`config.mk`:
```
export PLATFORM = sky130hd
export DESIGN_NAME = stream_fifo
export DESIGN_NICKNAME = d
export VERILOG_FILES = /design/src/rtl/stream_fifo.sv
export SDC_FILE = /design/constraint.sdc
export NUM_CORES = 1
export LEC_CHECK = 0
export CORE_ASPECT_RATIO = 1.5
export CORE_MARGIN = 2
export CORE_UTILIZATION = 58
export DETAILED_ROUTE_END_ITERATION = 16
export PLACE_DENSITY = 0.84
export SETUP_SLACK_MARGIN = 0.1
export SLEW_MARGIN = 20
export SYNTH_ARGS = -nofsm -noshare
export SYNTH_HDL_FRONTEND = slang
export SYNTH_SLANG_ARGS = --single-unit
export TNS_END_PERCENT = 20
```
`constraint.sdc`:
```
create_clock -name clk -period 5.4 [get_ports clk]
set_clock_uncertainty 0.2 [all_clocks]
set_input_delay 1.08 -clock clk [delete_from_list [all_inputs] [get_ports clk]]
set_output_delay 1.08 -clock clk [all_outputs]
set_load 0.03 [all_outputs]
```
`src/rtl/stream_fifo.sv`:
```
// Valid/ready circular-buffer FIFO that feeds a downstream register stage.
// The head word is read combinationally from the buffer; nothing on `in` reaches `out` in the same cycle.
module stream_fifo #(
    parameter int width      = 32,
    parameter int depth      = 4,
    parameter int addr_width = 2
) (
    input  logic                  clk,
    input  logic                  reset,
    input  logic [width-1:0]      in,
    input  logic                  in_valid,
    output logic                  in_ready,
    output logic [width-1:0]      out,
    output logic                  out_valid,
    input  logic                  out_ready,
    output logic [addr_width:0]   count
);

    localparam logic [addr_width:0] full_count = (addr_width + 1)'(depth);

    logic [width-1:0]      mem [depth];
    logic [addr_width-1:0] wr_ptr;
    logic [addr_width-1:0] rd_ptr;
    logic [addr_width:0]   count_q;
    logic                  push;
    logic                  pop;

    // Qualifying with reset keeps both handshakes dead while reset is held low.
    assign in_ready  = reset && (count_q != full_count);
    assign out_valid = reset && (count_q != '0);
    assign push      = in_valid && in_ready;
    assign pop       = out_valid && out_ready;
    assign out       = out_valid ? mem[rd_ptr] : '0;
    assign count     = count_q;

    // Storage is deliberately left out of reset.
    always_ff @(posedge clk) begin
        if (push) begin
            mem[wr_ptr] <= in;
        end
    end

    always_ff @(posedge clk or negedge reset) begin
        if (!reset) begin
            wr_ptr  <= '0;
            rd_ptr  <= '0;
            count_q <= '0;
        end else begin
            if (push) begin
                wr_ptr <= wr_ptr + 1'b1;
            end
            if (pop) begin
                rd_ptr <= rd_ptr + 1'b1;
            end
            case ({push, pop})
                2'b10:   count_q <= count_q + 1'b1;
                2'b01:   count_q <= count_q - 1'b1;
                default: count_q <= count_q;
            endcase
        end
    end

endmodule

```
==> implementation parameters, run 1 <==
Parameter                              Value

Power
  Leakage Power    2.23 nW
  Clock network fraction of design power    29.4%
  Power density normalized to cell area    517 nW/um^2
  IR Drop Worst-Case VDD    0.376 mV
  Comb power frac    28.9%
  Internal power contribution    2.44 mW
  Sw Ratio    28.7%
  Reg power frac    41.6%
  P_sw    982 uW

Floorplan
  Std-Cell Core Area    8880 um^2
  Height of the chip    121 um
  FP Rows    42
  Die Footprint    9940 um^2
  Ports placed on the boundary    73
  Horizontal die dimension    82.1 um
  Starting utilization of the core area    59.7%

Min path
  Min-delay src    count[2]
  Worst hold path cell count    1
  Endpoint, Worst Hold    count[2]
  Path type of the worst min-delay path    reg -> reg

Finish
  Commonest non-fill, non-tap cell in the layout    sky130_fd_sc_hd__edfxtp_1
  Number of antenna repair diodes    0
  Synth-to-Final Area Change    24.8%
  Final standard cell area without fillers    6620 um^2
  Total of fill cells in the finished design    518
  Layout net count    366
  Highest-count cells in the layout ignoring fill and taps    sky130_fd_sc_hd__edfxtp_1 (128), sky130_fd_sc_hd__clkdlybuf4s50_1 (72), sky130_fd_sc_hd__and2_1 (33)
  Fraction of final layout cells with drive strength greater than 1    18.4%

Route
  Wire length reported by the detailed router    9040 um
  Number of routed nets with antenna violations    0
  Residual DRC count    0
  Post-detailed-route via-to-cell ratio    5.56
  Number of vias after detailed routing    2484
  Drt wl/cell    20.2 um
  Number of DRC markers after the initial detailed-route iteration    125
  1st-pass router iterations    4

Worst setup path
  Type of origin of the critical path    input pin
  Worst reg2reg setup slack    2.93 ns
  Kind of capture point of the worst setup path    output pin
  Stage delay of the slowest cell on the critical path    0.73 ns
  Reg2Reg Depth    9
  Slowest stage cell on the critical path    sky130_fd_sc_hd__clkdlybuf4s50_1
  Reg-to-reg endpoint    count[2]
  Worst path cell trace    clkdlybuf4s50_1, o31a_1, buf_4, and2_1, clkdlybuf4s50_1
  Crit Path Max Fanout    35
  Class of the most critical setup path    in -> out
  Critical register-to-register path startpoint    count[0]
  CP dominant cell by count    sky130_fd_sc_hd__clkdlybuf4s50_1
  Critical path data required time    4.12 ns
  Critical path's top delay family    buffers and inverters
  Arr. time, crit path    3.23 ns
  Number of buffers and inverters on the critical path    3

Yosys
  Synthesis-stage register bit count    135
  Distinct cell type count of the synthesized netlist    22
  Number of warnings printed during yosys synthesis    0
  Portion of netlist area occupied by mux cells    14.3%
  Largest family of logic cells by synthesized area    multiplexers
  Fraction of the mapped netlist area in adder cells    1.56%
  Seq/Total Area, Yosys    75.8%
  Post-Synthesis Cells    242
  Share of the synthesized area in compound gates (AO/OA/AOI/OAI)    0.401%
  Mean post-synth cell area    21.9 um^2
  Simple logic cell fraction of the synthesized area    4.67%
  Post-synthesis instance area    5300 um^2
  Post-synthesis share of cell area spent on xor and xnor gates    0.991%
  Number of nets produced by synthesis    284

Timing
  Max Freq    222 MHz
  Min Clock Period, post-route    4.51 ns
  Unrepaired setup endpoints after global routing    no
  Final setup viols    0
  Crit share post-route    83.6%
  Setup TNS after final layout    0 ns
  Least-Margin Pin Slew    0.903 ns
  Number of hold violations in the final report    0
  Final-report max-slew violation count    0
  Smallest hold slack    0.356 ns
  Worst rel slew slack    39.8%

GRT
  Via count of the first global-routing pass    2666
  Wire length of the first global-routing pass    14000 um
  Number of antenna violations at the first check in global routing    0
  Total congestion overflow after global routing    0
  Global-route usage over all layers    20.6%
  Maximum number of pins on one net before global-route repair    36

Place
  Placed inst area    6080 um^2
  Buffers on Ports    72
  Last weighted congestion value of the routability-driven placer    0.662
  Detail Placement HPWL    5140 um

Clocking
  TritonCTS Buffers    17
  Clock tree from TritonCTS    yes
  Number of gates resized after CTS    0
  Post-CTS setup buffer count    0
  CTS H-Tree Depth    4
  Cell at the root of the clock tree    sky130_fd_sc_hd__clkbuf_16
  Clock-pin transition on the worst setup and hold timing paths    0.05 ns
  Total of hold buffers inserted after clock tree synthesis    0
  Clock latency at the later pin of the worst-skew pair    0.40 ns
  Clock Path Buffers    2
  Number of sinks handled by clock tree synthesis    135

Job
  Count of maximum capacitance violations    0

Status
  Outcome    complete, no violations
## layout make-up
type                    instances  area [um^2]  share of cell area (%)
multi-input cells              90         1170                    17.6
clock inverters                 4         18.8                   0.284
flip-flops and latches        135         4020                    60.8
inverters                       6         22.5                   0.340
repair buffers                 74          736                    11.1
well taps                     110          138                    2.08
clock buffers                  28          517                    7.81
## power groups by stage
stage | logic, mW | clock network, mW | registers, mW
CTS | 1.01 | 1.02 | 1.44
finish | 0.990 | 1.01 | 1.43
global route | 1.06 | 1.06 | 1.45
global placement | 0.977 | 0 | 1.44
detailed placement | 0.998 | 0 | 1.45
floorplan | 0.774 | 0 | 1.36
## synth_stat cells (all sizes together)
cell type	number	area, um^2
edfxtp	128	3840
and2	37	231
mux4	32	736
buf	7	86.3
dfrtp	7	175
inv	6	22.5
ha	5	62.6
clkbuf	4	15.0
xnor2	3	26.3
xor2	3	26.3
nor2	2	7.51
a21boi	1	7.51
a21oi	1	5.00
fa	1	20.0
mux2	1	11.3
mux2i	1	10.0
nand2	1	3.75
nand3	1	5.00
o31a	1	8.76
## state kept, by name, indices dropped and copies added, names as in the netlist
| register | cells |
|---|---|
| rd_ptr | 2 |
| mem | 128 |
| count | 3 |
| wr_ptr | 2 |
## kinds of logic after synthesis
family                   after synthesis
flip-flops                           135
AND/OR/NAND/NOR                       41
multiplexers                          34
buffers and inverters                 17
XOR/XNOR                               6
adder cells (fa/ha/maj)                6
AO/OA/AOI/OAI                          3
## metrics by stage
step           cells  util [%]  setup slack, ns  total power [mW]
2_1_floorplan    242         -             2.03              2.14
3_3_place_gp     415      68.5            0.967              2.42
3_5_place_dp     415      68.5            0.888              2.45
4_1_cts          447      74.5            0.848              3.46
5_1_grt          447      74.5            0.723              3.56
6_report         447      74.5            0.888              3.42
## worst max path at each step
stage / from / end / slack, ns / depth (start not counted)
5_1_grt: reset / out[21] / 0.72 / 5
3_3_place_gp: reset / out[23] / 0.97 / 5
3_5_place_dp: reset / out[0] / 0.89 / 5
4_1_cts: reset / out[21] / 0.85 / 5
2_1_floorplan: reset / out[22] / 2.03 / 3
6_report: reset / out[21] / 0.89 / 5
## metal layers
metal | global-route usage [%] | up-vias | part of all wire, %
li1 | - | 1129 | -
met1 | 25.3 | 1243 | 39
met2 | 33.6 | 97 | 54
met3 | 5.58 | 15 | 5.3
met4 | 10.2 | 0 | 2.3
met5 | 0 | - | 0
(Power assumes the default switching activity.)
==> inputs of run 2 (changes only) <==
--- a/config.mk
+++ b/config.mk
@@ -7,9 +7,9 @@
 export LEC_CHECK = 0
 export CORE_ASPECT_RATIO = 1.5
 export CORE_MARGIN = 2
-export CORE_UTILIZATION = 58
+export CORE_UTILIZATION = 49
 export DETAILED_ROUTE_END_ITERATION = 16
-export PLACE_DENSITY = 0.84
+export PLACE_DENSITY = 0.75
 export SETUP_SLACK_MARGIN = 0.1
 export SLEW_MARGIN = 20
 export SYNTH_ARGS = -nofsm -noshare
==> constraint.sdc (replaced) <==
create_clock -name clk -period 3.85 [get_ports clk]
set_clock_uncertainty 0.2 [all_clocks]
set_input_delay 0.77 -clock clk [delete_from_list [all_inputs] [get_ports clk]]
set_output_delay 0.77 -clock clk [all_outputs]
set_load 0.03 [all_outputs]
==> run 2 against run 1 <==
Net effect:
- combinational power is 44% higher
- worst hold slack worse by 0.024 ns
- sequential power is 36% higher
- largest power group unchanged
- critical endpoint is now in_ready
- cell count is 9.2% higher
- sequential cell count stayed put
==> implementation parameters, run 2 (same netlist as run 1, synthesis figures left out) <==
Parameter                              Value

Clocking
  Clock latency at the later pin of the worst-skew pair    0.40 ns (about the same)
  Clock tree from TritonCTS    yes
  TritonCTS Buffers    17 (unchanged)
  Clock-pin transition on the worst setup and hold timing paths    0.05 ns (about the same)
  Number of gates resized after CTS    0 (unchanged)
  Post-CTS setup buffer count    0 (unchanged)
  CTS H-Tree Depth    4 (unchanged)
  Number of sinks handled by clock tree synthesis    135 (unchanged)
  Cell at the root of the clock tree    sky130_fd_sc_hd__clkbuf_16
  Clock Path Buffers    2 (unchanged)
  Total of hold buffers inserted after clock tree synthesis    0 (unchanged)

Power
  Leakage Power    2.35 nW (+5.3%)
  Power density normalized to cell area    740 nW/um^2 (+43%)
  Overall power of the completed layout    4.97 mW (+45%)
  IR Drop Worst-Case VDD    0.494 mV (+31%)

Place
  Post-placement cell count    457 (+10%)
  Detail Placement HPWL    5490 um (+6.8%)
  Setup slack at placement    0.425 ns (-0.463 ns)
  Last weighted congestion value of the routability-driven placer    0.703 (+6.2%)
  Buffers on Ports    72 (unchanged)

Timing
  Final setup viols    0 (unchanged)
  Worst setup margin    0.436 ns (-0.452 ns)
  Least-Margin Pin Slew    0.860 ns (-0.0430 ns)
  Number of hold violations in the final report    0 (unchanged)
  Max Freq    293 MHz
  Unrepaired setup endpoints after global routing    no
  Worst rel slew slack    42.7% (+2.9 points)
  Smallest hold slack    0.332 ns (-0.0237 ns)
  Min Clock Period, post-route    3.41 ns
  Final-report max-slew violation count    0 (unchanged)
  Crit share post-route    88.7%
  Setup TNS after final layout    0 ns (unchanged)

GRT
  Via count of the first global-routing pass    2800 (+5.0%)
  Number of antenna violations at the first check in global routing    0 (unchanged)
  Global-route usage over all layers    17.1% (-3.5 points)
  Total congestion overflow after global routing    0 (unchanged)
  Maximum number of pins on one net before global-route repair    35 (-2.8%)
  Wire length of the first global-routing pass    14300 um (+1.8%)

Floorplan
  Starting utilization of the core area    50.1% (-9.6 points)
  Ports placed on the boundary    73 (unchanged)
  Horizontal die dimension    88.9 um (+8.4%)
  Height of the chip    131 um (+8.5%)
  FP Rows    46 (+9.5%)
  Die Footprint    11700 um^2 (+18%)
  Std-Cell Core Area    10600 um^2 (+19%)

Finish
  Commonest non-fill, non-tap cell in the layout    sky130_fd_sc_hd__edfxtp_1
  Highest-count cells in the layout ignoring fill and taps    sky130_fd_sc_hd__edfxtp_1 (128), sky130_fd_sc_hd__buf_4 (41), sky130_fd_sc_hd__clkdlybuf4s50_1 (39)
  Fraction of final layout cells with drive strength greater than 1    29.7% (+11 points)
  Layout net count    374 (+2.2%)
  Max reg flops    128 (unchanged)
  Register with the highest flop count    mem
  Total of fill cells in the finished design    751 (+45%)
  Number of antenna repair diodes    0 (unchanged)
  Final Non-Filler Cells    488 (+9.2%)
  Synth-to-Final Area Change    26.7%

Worst setup path
  Type of origin of the critical path    input pin
  Number of buffers and inverters on the critical path    2 (-1)
  Crit Path Max Fanout    10 (-71%)
  Critical path's top delay family    buffers and inverters
  Slowest stage cell on the critical path    sky130_fd_sc_hd__clkdlybuf4s50_1
  Class of the most critical setup path    in -> out
  CP dominant cell by count    sky130_fd_sc_hd__clkdlybuf4s50_1
  Number of gates on the worst path with buffers counted    3 (-2)
  Reg2Reg Depth    4 (-5)
  Kind of capture point of the worst setup path    output pin
  Worst path cell trace    clkdlybuf4s50_1, a21boi_0, clkdlybuf4s50_1
  Critical path data required time    2.88 ns (-1.24 ns)
  Stage delay of the slowest cell on the critical path    0.72 ns (about the same)
  Arr. time, crit path    2.44 ns (-0.79 ns)

Route
  Wire length reported by the detailed router    8920 um (-1.4%)
  Number of routed nets with antenna violations    0 (unchanged)
  Number of DRC markers after the initial detailed-route iteration    168 (+34%)
  1st-pass router iterations    4 (unchanged)
  Drt wl/cell    18.3 um (-9.7%)
  Number of vias after detailed routing    2483 (-0.040%)
  Residual DRC count    0 (unchanged)
  Post-detailed-route via-to-cell ratio    5.09 (-8.4%)

Min path
  Path type of the worst min-delay path    reg -> reg
  Worst hold path cell count    1 (unchanged)

Status
  Outcome    complete, no violations

Job
  Count of maximum capacitance violations    0 (unchanged)
-- run 2: changes by cell type in the layout (fill, tap and decap cells not counted) --
| cell | delta |
|---|---|
| sky130_fd_sc_hd__buf_4 | +39 |
| sky130_fd_sc_hd__clkinv_1 | +6 |
| sky130_fd_sc_hd__buf_12 | +2 |
| sky130_fd_sc_hd__clkbuf_1 | -6 |
| sky130_fd_sc_hd__clkbuf_8 | -5 |
| sky130_fd_sc_hd__clkdlybuf4s50_1 | -33 |
| sky130_fd_sc_hd__clkinvlp_4 | +1 |
| sky130_fd_sc_hd__clkinv_2 | -1 |
| sky130_fd_sc_hd__bufinv_16 | +4 |
-- run 2: routing by layer --
metal	routed length [um]	GRT usage, %	vias to the layer above	share of wire, %
met4	225	9.37	0	2.5
li1	-	-	1143	-
met3	436	4.52	13	4.9
met2	4840	28.6	80	54
met5	0	0	-	0
met1	3420	19.6	1247	38
-- run 2: final timing paths --
kind | from | to | slack [ns]
worst max-delay path | reset | in_ready | 0.44
worst min-delay path | rd_ptr[0] | rd_ptr[0] | 0.33
worst max register to register | count[0] | mem[3][14] | 1.59
worst min register to register | rd_ptr[0] | rd_ptr[0] | 0.33
max in group asynchronous | reset | rd_ptr[1] | 2.67
min in group asynchronous | reset | wr_ptr[1] | 0.47
-- run 2: final cells by class --
class | instances | area [um^2] | area share, %
clock buffers | 17 | 425 | 6.33
clock inverters | 14 | 164 | 2.44
inverters | 6 | 22.5 | 0.335
multi-input cells | 90 | 1170 | 17.4
flip-flops and latches | 135 | 4020 | 59.9
well taps | 144 | 180 | 2.68
repair buffers | 82 | 738 | 11.0
-- run 2: through the flow --
| step | cell area (um^2) | utilization [%] |
|---|---|---|
| finish | 6720 | 63.4 |
| global route | 6720 | 63.4 |
| detailed placement | 6130 | 57.9 |
| floorplan | 5300 | - |
| CTS | 6720 | 63.4 |
| global placement | 6130 | 57.9 |
-- run 2: where the power goes --
| part | leakage [nW] | internal [mW] | switching, mW | total [mW] |
|---|---|---|---|---|
| logic | 0.822 | 0.697 | 0.735 | 1.43 |
| clock network | 0.285 | 1.06 | 0.532 | 1.59 |
| registers | 1.24 | 1.80 | 0.147 | 1.95 |
| total | 2.35 | 3.56 | 1.41 | 4.97 |
-- run 2: worst register-to-register path, cell delays in order (launching register included) --
cell,delay [ns]
sky130_fd_sc_hd__dfrtp_1,0.44
sky130_fd_sc_hd__nor2_1,0.08
sky130_fd_sc_hd__a21oi_1,0.44
sky130_fd_sc_hd__and2_2,0.52
sky130_fd_sc_hd__buf_4,0.28
==> inputs of run 3 (changes only) <==
--- a/config.mk
+++ b/config.mk
@@ -8,6 +8,7 @@
 export CORE_ASPECT_RATIO = 1.5
 export CORE_MARGIN = 2
 export CORE_UTILIZATION = 49
+export CTS_CLUSTER_SIZE = 30
 export DETAILED_ROUTE_END_ITERATION = 16
 export PLACE_DENSITY = 0.75
 export SETUP_SLACK_MARGIN = 0.1
==> constraint.sdc (replaced) <==
create_clock -name clk -period 3.85 [get_ports clk]
set_clock_uncertainty 0.2 [all_clocks]
set_input_delay 0.5775 -clock clk [delete_from_list [all_inputs] [get_ports clk]]
set_output_delay 0.5775 -clock clk [all_outputs]
set_load 0.03 [all_outputs]
==> run 3 against run 2 <==
Net effect:
- sequential cell count stayed put
- power decreased by 2.3%
- register-to-register slack better by 0.03 ns
- maximum frequency is 14% higher
- final area fell by 0.26%
- critical path type unchanged
- highest routed layer unchanged
==> implementation parameters, run 3 (same netlist as run 1, synthesis figures left out) <==
Parameter                              Value

Finish
  Commonest non-fill, non-tap cell in the layout    sky130_fd_sc_hd__edfxtp_1
  Number of antenna repair diodes    0 (unchanged)
  Sequential standard cell area    4020 um^2 (unchanged)
  Synth-to-Final Area Change    26.3%
  Fraction of final layout cells with drive strength greater than 1    30.7% (+1.1 points)
  Max reg flops    128 (unchanged)
  Highest-count cells in the layout ignoring fill and taps    sky130_fd_sc_hd__edfxtp_1 (128), sky130_fd_sc_hd__clkdlybuf4s50_1 (39), sky130_fd_sc_hd__buf_4 (35)
  Area used by multi-input combinational logic    1170 um^2 (unchanged)
  Layout net count    371 (-0.80%)
  Register with the highest flop count    mem
  Total of fill cells in the finished design    760 (+1.2%)
  Final core utilization    63.3% (-0.17 points)

Floorplan
  Starting utilization of the core area    50.1% (unchanged)
  Die Footprint    11700 um^2 (unchanged)
  Height of the chip    131 um (unchanged)
  Ports placed on the boundary    73 (unchanged)
  Std-Cell Core Area    10600 um^2 (unchanged)
  FP Rows    46 (unchanged)
  Horizontal die dimension    88.9 um (unchanged)

Timing
  Setup TNS after final layout    0 ns (unchanged)
  Final-report max-slew violation count    0 (unchanged)
  Min Clock Period, post-route    2.99 ns (-0.420 ns)
  Number of hold violations in the final report    0 (unchanged)
  Max Freq    334 MHz (+14%)
  Least-Margin Pin Slew    0.807 ns (-0.0527 ns)
  Unrepaired setup endpoints after global routing    no
  Crit share post-route    77.8% (-11 points)
  Worst rel slew slack    46.2% (+3.5 points)
  Final setup viols    0 (unchanged)
  Smallest hold slack    0.262 ns (-0.0705 ns)

Route
  Number of routed nets with antenna violations    0 (unchanged)
  Number of vias after detailed routing    2535 (+2.1%)
  Post-detailed-route via-to-cell ratio    5.22 (+2.5%)
  Number of DRC markers after the initial detailed-route iteration    210 (+25%)
  Wire length reported by the detailed router    9040 um (+1.3%)
  Residual DRC count    0 (unchanged)
  Drt wl/cell    18.6 um (+1.7%)
  1st-pass router iterations    4 (unchanged)

Place
  Last weighted congestion value of the routability-driven placer    0.776 (+10%)
  Detail Placement HPWL    5500 um (+0.31%)
  Buffers on Ports    72 (unchanged)

Worst setup path
  Crit Path Max Fanout    10 (unchanged)
  Critical path data required time    3.07 ns (+0.19 ns)
  Arr. time, crit path    2.22 ns (-0.22 ns)
  Class of the most critical setup path    in -> out
  Reg2Reg Depth    4 (unchanged)
  Kind of capture point of the worst setup path    output pin
  Type of origin of the critical path    input pin

GRT
  Number of antenna violations at the first check in global routing    0 (unchanged)
  Maximum number of pins on one net before global-route repair    35 (unchanged)
  Wire length of the first global-routing pass    14100 um (-1.1%)
  Global-route usage over all layers    17.0% (-0.097 points)
  Total congestion overflow after global routing    0 (unchanged)
  Via count of the first global-routing pass    2743 (-2.0%)

Clocking
  Number of sinks handled by clock tree synthesis    135 (unchanged)
  Clock latency at the later pin of the worst-skew pair    0.41 ns (about the same)
  Total of hold buffers inserted after clock tree synthesis    0 (unchanged)
  TritonCTS Buffers    17 (unchanged)
  Clock tree from TritonCTS    yes
  Cell at the root of the clock tree    sky130_fd_sc_hd__clkbuf_16
  Post-CTS setup buffer count    0 (unchanged)
  CTS H-Tree Depth    4 (unchanged)
  Clock-pin transition on the worst setup and hold timing paths    0.06 ns (about the same)
  Clock Path Buffers    2 (unchanged)
  Number of gates resized after CTS    0 (unchanged)

Power
  P_sw    1.46 mW (+3.4%)
  Power density normalized to cell area    725 nW/um^2 (-2.1%)
  Comb power frac    29.7% (+0.9 points)
  IR Drop Worst-Case VDD    0.380 mV (-23%)
  Reg power frac    40.0% (+0.8 points)
  Sw Ratio    30.1% (+1.7 points)
  Clock network fraction of design power    30.3% (-1.7 points)
  Internal power contribution    3.40 mW (-4.6%)
  Leakage Power    2.31 nW (-1.7%)

Job
  Count of maximum capacitance violations    0 (unchanged)

Status
  Outcome    complete, no violations

Min path
  Path type of the worst min-delay path    in -> async
run 3: cell types whose count changed in the layout (fill, tap and decap cells not counted):
cell	before	now
sky130_fd_sc_hd__clkbuf_1	0	1
sky130_fd_sc_hd__clkinv_2	2	1
sky130_fd_sc_hd__clkinvlp_4	1	6
sky130_fd_sc_hd__buf_4	41	35
sky130_fd_sc_hd__inv_6	0	3
sky130_fd_sc_hd__bufinv_16	4	1
sky130_fd_sc_hd__clkinv_4	0	2
sky130_fd_sc_hd__buf_12	2	5
sky130_fd_sc_hd__clkinv_1	7	1
run 3: worst paths after layout:
path / startpoint / end / slack (ns)
min reg2reg: count[2] / count[2] / 0.35
min: reset / wr_ptr[0] / 0.26
min in group clk: count[2] / count[2] / 0.35
max reg2reg: count[0] / mem[0][31] / 1.62
max: reset / in_ready / 0.86
max in group asynchronous: reset / rd_ptr[0] / 2.88
run 3: cell type report:
type | count | area share (%)
flip-flops and latches | 135 | 60.0
multi-input cells | 90 | 17.4
repair buffers | 79 | 11.2
clock buffers | 18 | 6.41
well taps | 144 | 2.69
clock inverters | 14 | 1.90
inverters | 6 | 0.336
run 3: power by group through the flow:
stage | clock network (mW) | registers (mW) | logic, mW
final | 1.47 | 1.94 | 1.44
after global routing | 1.56 | 1.97 | 1.55
after CTS | 1.50 | 1.94 | 1.47
after detailed placement | 0 | 1.97 | 1.46
after global placement | 0 | 1.96 | 1.45
after floorplan | 0 | 1.91 | 1.09
run 3: metrics by stage:
stage                     cell area, um^2  power (mW)  worst slack (ns)  std cells
after floorplan                      5300        3.00              1.41        242
after global placement               6140        3.41             0.793        454
after detailed placement             6140        3.44             0.732        454
after CTS                            6700        4.91             0.837        486
after global routing                 6700        5.08             0.728        486
final                                6700        4.86             0.856        486
run 3: worst max-delay path: stages:
cell                              delay, ns
sky130_fd_sc_hd__clkdlybuf4s50_1       0.71
sky130_fd_sc_hd__a21boi_0              0.23
sky130_fd_sc_hd__clkdlybuf4s50_1       0.70
run 3: layer usage:
| metal | track usage, % | routed length [um] |
|---|---|---|
| met1 | 19.6 | 3340 |
| met2 | 28.6 | 5010 |
| met3 | 5.21 | 486 |
| met4 | 7.71 | 198 |
| met5 | 0 | 0 |
